==> src/rtl/spi_master_frame_pkg.sv <==
// Shared types and constants for the SPI master frame controller.
// States are prefixed M_ so they never collide with the slave's state names.
package shared_pkg;

  typedef enum logic [2:0] {
    M_IDLE,
    M_SSL,
    M_SEL,
    M_SHIFT,
    M_WAIT,
    M_CAPT,
    M_HOLD,
    M_GAP
  } master_state_e;

  localparam logic [1:0] CMD_WR_ADDR = 2'b00;
  localparam logic [1:0] CMD_WR_DATA = 2'b01;
  localparam logic [1:0] CMD_RD_ADDR = 2'b10;
  localparam logic [1:0] CMD_RD_DATA = 2'b11;

  localparam int NORM_FRAME = 12;
  localparam int RD_FRAME   = 22;
  localparam int SHIFT_LEN  = 10;
  localparam int CAPT_LEN   = 8;

endpackage

==> src/rtl/spi_master_frame_shifter.sv <==
// Datapath for the SPI master: 10-bit MSB-first transmit register and 8-bit
// MSB-first receive register, both stepped by enables from the frame FSM.
module spi_master_shifter (
  input  logic       clk,
  input  logic       rst,
  input  logic       load,
  input  logic [9:0] load_word,
  input  logic       shift,
  input  logic       capt,
  input  logic       miso,
  output logic       tx_msb,
  output logic [7:0] rx_byte
);

  logic [9:0] tx_reg;
  logic [7:0] rx_reg;

  always_ff @(posedge clk or posedge rst) begin
    if (rst) begin
      tx_reg <= '0;
      rx_reg <= '0;
    end else begin
      if (load)       tx_reg <= load_word;
      else if (shift) tx_reg <= {tx_reg[8:0], 1'b0};
      if (capt)       rx_reg <= {rx_reg[6:0], miso};
    end
  end

  assign tx_msb  = tx_reg[9];
  assign rx_byte = rx_reg;

endmodule

==> src/rtl/spi_master_frame.sv <==
// Command-level SPI master: frames one 10-bit command on SS_n/MOSI and, for
// read-data commands, captures the 8-bit MISO reply. Optional: SPI_MASTER_RDSEQ_EN.
module spi_master_frame
  import shared_pkg::*;
#(
  parameter int IDLE_GAP = 1
) (
  input  logic       clk,
  input  logic       rst,
  input  logic       start,
  input  logic [9:0] cmd_word,
  output logic       busy,
  output logic       done,
  output logic [7:0] rd_data,
  output logic       rd_valid,
  output logic       cmd_err,
  output logic       SS_n,
  output logic       MOSI,
  input  logic       MISO
);

  localparam int CW = ($clog2(IDLE_GAP) > 4) ? $clog2(IDLE_GAP) : 4;
  localparam logic [CW-1:0] GAP_LOAD   = CW'(IDLE_GAP - 1);
  localparam logic [CW-1:0] SHIFT_LOAD = CW'(SHIFT_LEN - 1);
  localparam logic [CW-1:0] CAPT_LOAD  = CW'(CAPT_LEN - 1);

  master_state_e state, next;
  logic [CW-1:0] cnt, cnt_next;
  logic [1:0]    cmd_q;
  logic          load, shift, capt, rej, enter_gap, tx_msb;
  logic [7:0]    rx_byte;

  spi_master_shifter u_shifter (
    .clk       (clk),
    .rst       (rst),
    .load      (load),
    .load_word (cmd_word),
    .shift     (shift),
    .capt      (capt),
    .miso      (MISO),
    .tx_msb    (tx_msb),
    .rx_byte   (rx_byte)
  );

  always_ff @(posedge clk or posedge rst) begin
    if (rst) begin
      state <= M_IDLE;
      cnt   <= '0;
      cmd_q <= CMD_WR_ADDR;
    end else begin
      state <= next;
      cnt   <= cnt_next;
      if (load) cmd_q <= cmd_word[9:8];
    end
  end

  always_comb begin
    next     = state;
    cnt_next = cnt;
    load     = 1'b0;
    shift    = 1'b0;
    capt     = 1'b0;
    case (state)
      M_IDLE: if (start && !rej) begin
        load = 1'b1;
        next = M_SSL;
      end
      M_SSL: next = M_SEL;
      M_SEL: begin
        next     = M_SHIFT;
        cnt_next = SHIFT_LOAD;
      end
      M_SHIFT: begin
        shift = 1'b1;
        if (cnt == '0) begin
          next     = (cmd_q == CMD_RD_DATA) ? M_WAIT : M_GAP;
          cnt_next = (cmd_q == CMD_RD_DATA) ? CAPT_LOAD : GAP_LOAD;
        end else begin
          cnt_next = cnt - 1'b1;
        end
      end
      M_WAIT: begin
        next     = M_CAPT;
        cnt_next = CAPT_LOAD;
      end
      M_CAPT: begin
        capt = 1'b1;
        if (cnt == '0) next = M_HOLD;
        else           cnt_next = cnt - 1'b1;
      end
      M_HOLD: begin
        next     = M_GAP;
        cnt_next = GAP_LOAD;
      end
      M_GAP: begin
        if (cnt == '0) next = M_IDLE;
        else           cnt_next = cnt - 1'b1;
      end
      default: next = M_IDLE;
    endcase
  end

  assign enter_gap = (next == M_GAP) && (state != M_GAP);
  assign busy      = (state != M_IDLE);
  assign SS_n      = (state == M_IDLE) || (state == M_GAP);
  assign MOSI      = ((state == M_SEL) || (state == M_SHIFT)) ? tx_msb : 1'b0;

  // Status pulses are registered so they line up with the first gap cycle.
  always_ff @(posedge clk or posedge rst) begin
    if (rst) begin
      done     <= 1'b0;
      rd_valid <= 1'b0;
      rd_data  <= '0;
    end else begin
      done     <= enter_gap;
      rd_valid <= enter_gap && (state == M_HOLD);
      if (enter_gap && (state == M_HOLD)) rd_data <= rx_byte;
    end
  end

`ifdef SPI_MASTER_RDSEQ_EN
  logic rd_seen;

  always_ff @(posedge clk or posedge rst) begin
    if (rst) begin
      rd_seen <= 1'b0;
      cmd_err <= 1'b0;
    end else begin
      if (enter_gap && (cmd_q == CMD_RD_ADDR))      rd_seen <= 1'b1;
      else if (enter_gap && (cmd_q == CMD_RD_DATA)) rd_seen <= 1'b0;
      cmd_err <= (state == M_IDLE) && start && rej;
    end
  end

  assign rej = (cmd_word[9:8] == CMD_RD_DATA) && !rd_seen;
`else
  assign rej     = 1'b0;
  assign cmd_err = 1'b0;
`endif

endmodule

==> config.mk <==
export PLATFORM = sky130hd
export DESIGN_NAME = spi_master_frame
export DESIGN_NICKNAME = d
export VERILOG_FILES = /design/src/rtl/spi_master_frame_pkg.sv /design/src/rtl/spi_master_frame_shifter.sv /design/src/rtl/spi_master_frame.sv
export SDC_FILE = /design/constraint.sdc
export NUM_CORES = 1
export LEC_CHECK = 0
export CORE_ASPECT_RATIO = 1.75
export CORE_UTILIZATION = 52
export DETAILED_ROUTE_END_ITERATION = 16
export PLACE_DENSITY_LB_ADDON = 0.05
export SYNTH_ARGS = -nofsm -noshare
export SYNTH_HDL_FRONTEND = slang
export SYNTH_SLANG_ARGS = --single-unit
==> constraint.sdc <==
create_clock -name clk -period 1.8 [get_ports clk]
set_input_delay 0.18 -clock clk [delete_from_list [all_inputs] [get_ports clk]]
set_output_delay 0.18 -clock clk [all_outputs]
set_load 0.01 [all_outputs]
==> reports/metrics.csv <==
stage,metric,value,unit
status,status,"complete, no violations",
timing,fmax,0.566,GHz
global_route,antenna_found_initial,0,
routing,postRouteAntennaNets,0,
logic_synthesis,synth_cells,155,
worst_setup_path,r2r.worst_path.cells,6,
cts,cts_tree,done,
pwr,powerDensity,1630,nW/um^2
cts,clkLatencyLatePin,0.28,ns
global_route,overflow,0,
floorplanning,die-area,3560,um^2
cells_and_area,drive_above_1_share,0.240,
worst_setup_path,critPathKind,flip-flop to flip-flop,
logic_synthesis,yosysSeqAreaShare,0.537,
cells_and_area,syn_to_final_growth,26.8,%
logic_synthesis,synthFlopType,dfrtp_1,
pwr,total_power,3570,uW
routing,via_per_inst,5.35,
cells_and_area,fin_util,0.696,
floorplanning,core-area,3140,um^2
logic_synthesis,synthXorXnorAreaFrac,0.0102,
routing,route.detailed.drc,0,
floorplanning,die_height,78.2,um
logic_synthesis,synth.distinct_cells,38,
logic_synthesis,synth_top_family_by_area,multiplexers,
cts,cts_hold_buf,0,
logic_synthesis,avgSynthCellArea,11.1,um^2
cts,cts_made_buffers,5,
cts,root_buffer,clkbuf_8,
global_route,grt_pass1_vias,1276,
cells_and_area,num_antenna_cells,0,
min_path,hold_class,input pin to asynchronous set/reset pin,
worst_setup_path,r2r_slack,0.03,ns
floorplanning,start_util,0.549,
timing,setup_slack,0.0322,ns
timing,hold_viol,0,
global_route,grt_pass1_wl,5440,um
worst_setup_path,r2r-start,cnt[0]$_DFFE_PP0P_,
pwr,p_leak,0.00104,uW
logic_synthesis,ys_warn_count,0,
cells_and_area,stdcell_count,235,
global_route,grtUsageTotal,0.213,
routing,vias,1257,
routing,first_pass_iters,4,
global_route,grt_start_max_net_pins,38,
place,place.port_buffers,26,
pwr,ir_drop,0.957,mV
logic_synthesis,synthArstFlopShare,1.00,
floorplanning,top_level_ports,28,
place,pre_cts_ws,0.0564,ns
worst_setup_path,critical_path_arrival,1.99,ns
worst_setup_path,critPathMaxFanout,4,
worst_setup_path,crit_required,2.02,ns
routing,wl,3220,um
worst_setup_path,cp-end-kind,flip-flop,
logic_synthesis,synth_mux_area_frac,0.157,
logic_synthesis,synth-compound-area-share,0.110,
cts,cts_max_path_buffers,2,
logic_synthesis,synth_area,1720,um^2
worst_setup_path,timing.rr.end,cnt[3]$_DFFE_PP0P_,
routing,wl_per_cell,13.7,um
cells_and_area,fin_nets,208,
cts,path_clk_slew,0.07,ns
cts,htree_levels,2,
timing,slew_violations,0,
timing,whs,0.304,ns
flow_run,cap_violations,0,
floorplanning,num_rows,27,
place,hpwlAfterDp,2280,um
logic_synthesis,synth_seq_cells,37,
timing,fin_skew,0.00579,ns
timing,fin_crit,1.77,ns
logic_synthesis,synth_edf_count,0,
place,dp_cells,222,
timing,setup_viol,0,
logic_synthesis,synth_adder_area_share,0.0145,
logic_synthesis,synth_fp_nets,171,
cts,numClockSinks,37,
logic_synthesis,synthSimpleGateAreaFrac,0.115,
worst_setup_path,cp-start-kind,flip-flop,
floorplanning,die_w,45.5,um
place,gp_congestion,0.888,
cells_and_area,largest_register_ffs,10,
timing,finalCritPeriodShare,0.982,
routing,drtIter0Drc,18,
==> cell usage after synthesis, types with 2 or more instances <==
master / instances / area share
buf_4: 3 / 0.013
o22ai_1: 3 / 0.011
or2_2: 2 / 0.0073
buf_2: 3 / 0.0087
mux2_2: 16 / 0.10
nor3b_1: 2 / 0.0087
dfrtp_1: 37 / 0.54
nand3_1: 2 / 0.0058
a211oi_1: 2 / 0.0087
o21ai_0: 13 / 0.038
nor2b_1: 2 / 0.0073
a211o_1: 2 / 0.010
nand2_1: 18 / 0.039
mux2i_1: 9 / 0.052
a21oi_1: 6 / 0.017
inv_1: 7 / 0.015
ha_1: 2 / 0.015
nor2_1: 6 / 0.013
==> layout by cell type, fill, tap and decap left out, types with 3 or more instances in the layout <==
cell             Yosys  routed
dfrtp_1             37      36
o22ai_1              3       3
clkdlybuf4s50_1      0      23
nand2_1             18      18
inv_1                7       6
nor2_1               6       6
clkbuf_8             1       6
o21ai_0             13      13
mux2i_1              9       9
a21oi_1              6       5
mux2_2              16      16
buf_4                3      13
==> what timing repair did <==
action	CTS	global route
pin swaps	0	3
hold endpoints to repair	0	0
gates resized for setup	3	9
endpoints found under the setup margin	2	4
buffers inserted	2	4
==> power by group <==
| part | total [uW] | switching (uW) | leakage [uW] | internal (uW) |
|---|---|---|---|---|
| logic | 1610 | 738 | 0.000517 | 876 |
| clock network | 563 | 260 | 0.0000443 | 303 |
| registers | 1400 | 226 | 0.000475 | 1170 |
==> stage by stage <==
| step | area [um^2] | setup TNS (ns) |
|---|---|---|
| 2_1_floorplan | 1720 | 0 |
| 3_3_place_gp | 2020 | 0 |
| 3_5_place_dp | 2020 | 0 |
| 4_1_cts | 2120 | 0 |
| 5_1_grt | 2190 | -0.00784 |
| 6_report | 2190 | 0 |
==> worst max-delay path by stage <==
stage                                   from            endpoint  slack, ns
final                     cnt[0]$_DFFE_PP0P_  cnt[3]$_DFFE_PP0P_       0.03
after global routing      cnt[0]$_DFFE_PP0P_  cnt[3]$_DFFE_PP0P_     -0.008
after CTS                 state[1]$_DFF_PP0_                busy       0.03
after detailed placement  cnt[0]$_DFFE_PP0P_  cnt[0]$_DFFE_PP0P_       0.06
after global placement    cnt[0]$_DFFE_PP0P_  cnt[3]$_DFFE_PP0P_       0.14
after floorplan           cnt[0]$_DFFE_PP0P_  cnt[0]$_DFFE_PP0P_       0.15
==> layer usage <==
| metal | up-vias | part of all wire | GRT usage |
|---|---|---|---|
| met3 | 10 | 0.030 | 0.0460 |
| met1 | 611 | 0.41 | 0.233 |
| met4 | 0 | 0.042 | 0.136 |
| met5 | - | 0 | 0 |
| li1 | 607 | - | - |
| met2 | 29 | 0.52 | 0.350 |
==> cell families (layout without fill, tap and decap cells) <==
group                      Yosys count  after routing
buffers and inverters               16             53
adders and majority gates            2              2
muxes                               25             25
other                                1              1
AOI/OAI and AO/OA                   32             32
and+or+nand+nor                     40             40
xor gates and xnor gates             2              2
DFF                                 37             37
==> worst max-delay path, cell delays in order, from the launching register on <==
cell     delay [ns]
dfrtp_1        0.41
inv_2          0.08
ha_4           0.16
nor2b_4        0.12
or4_4          0.53
a211o_1        0.28
a21oi_2        0.12
==> area by class of cell <==
cell class / instances / area, um^2
well taps: 43 / 53.8
repair buffers: 39 / 358
inverters: 7 / 26.3
multi-input cells: 102 / 734
fillers: 251 / 956
flip-flops and latches: 37 / 927
clock buffers: 7 / 86.3
No activity file was read; power rests on OpenSTA's default activity.
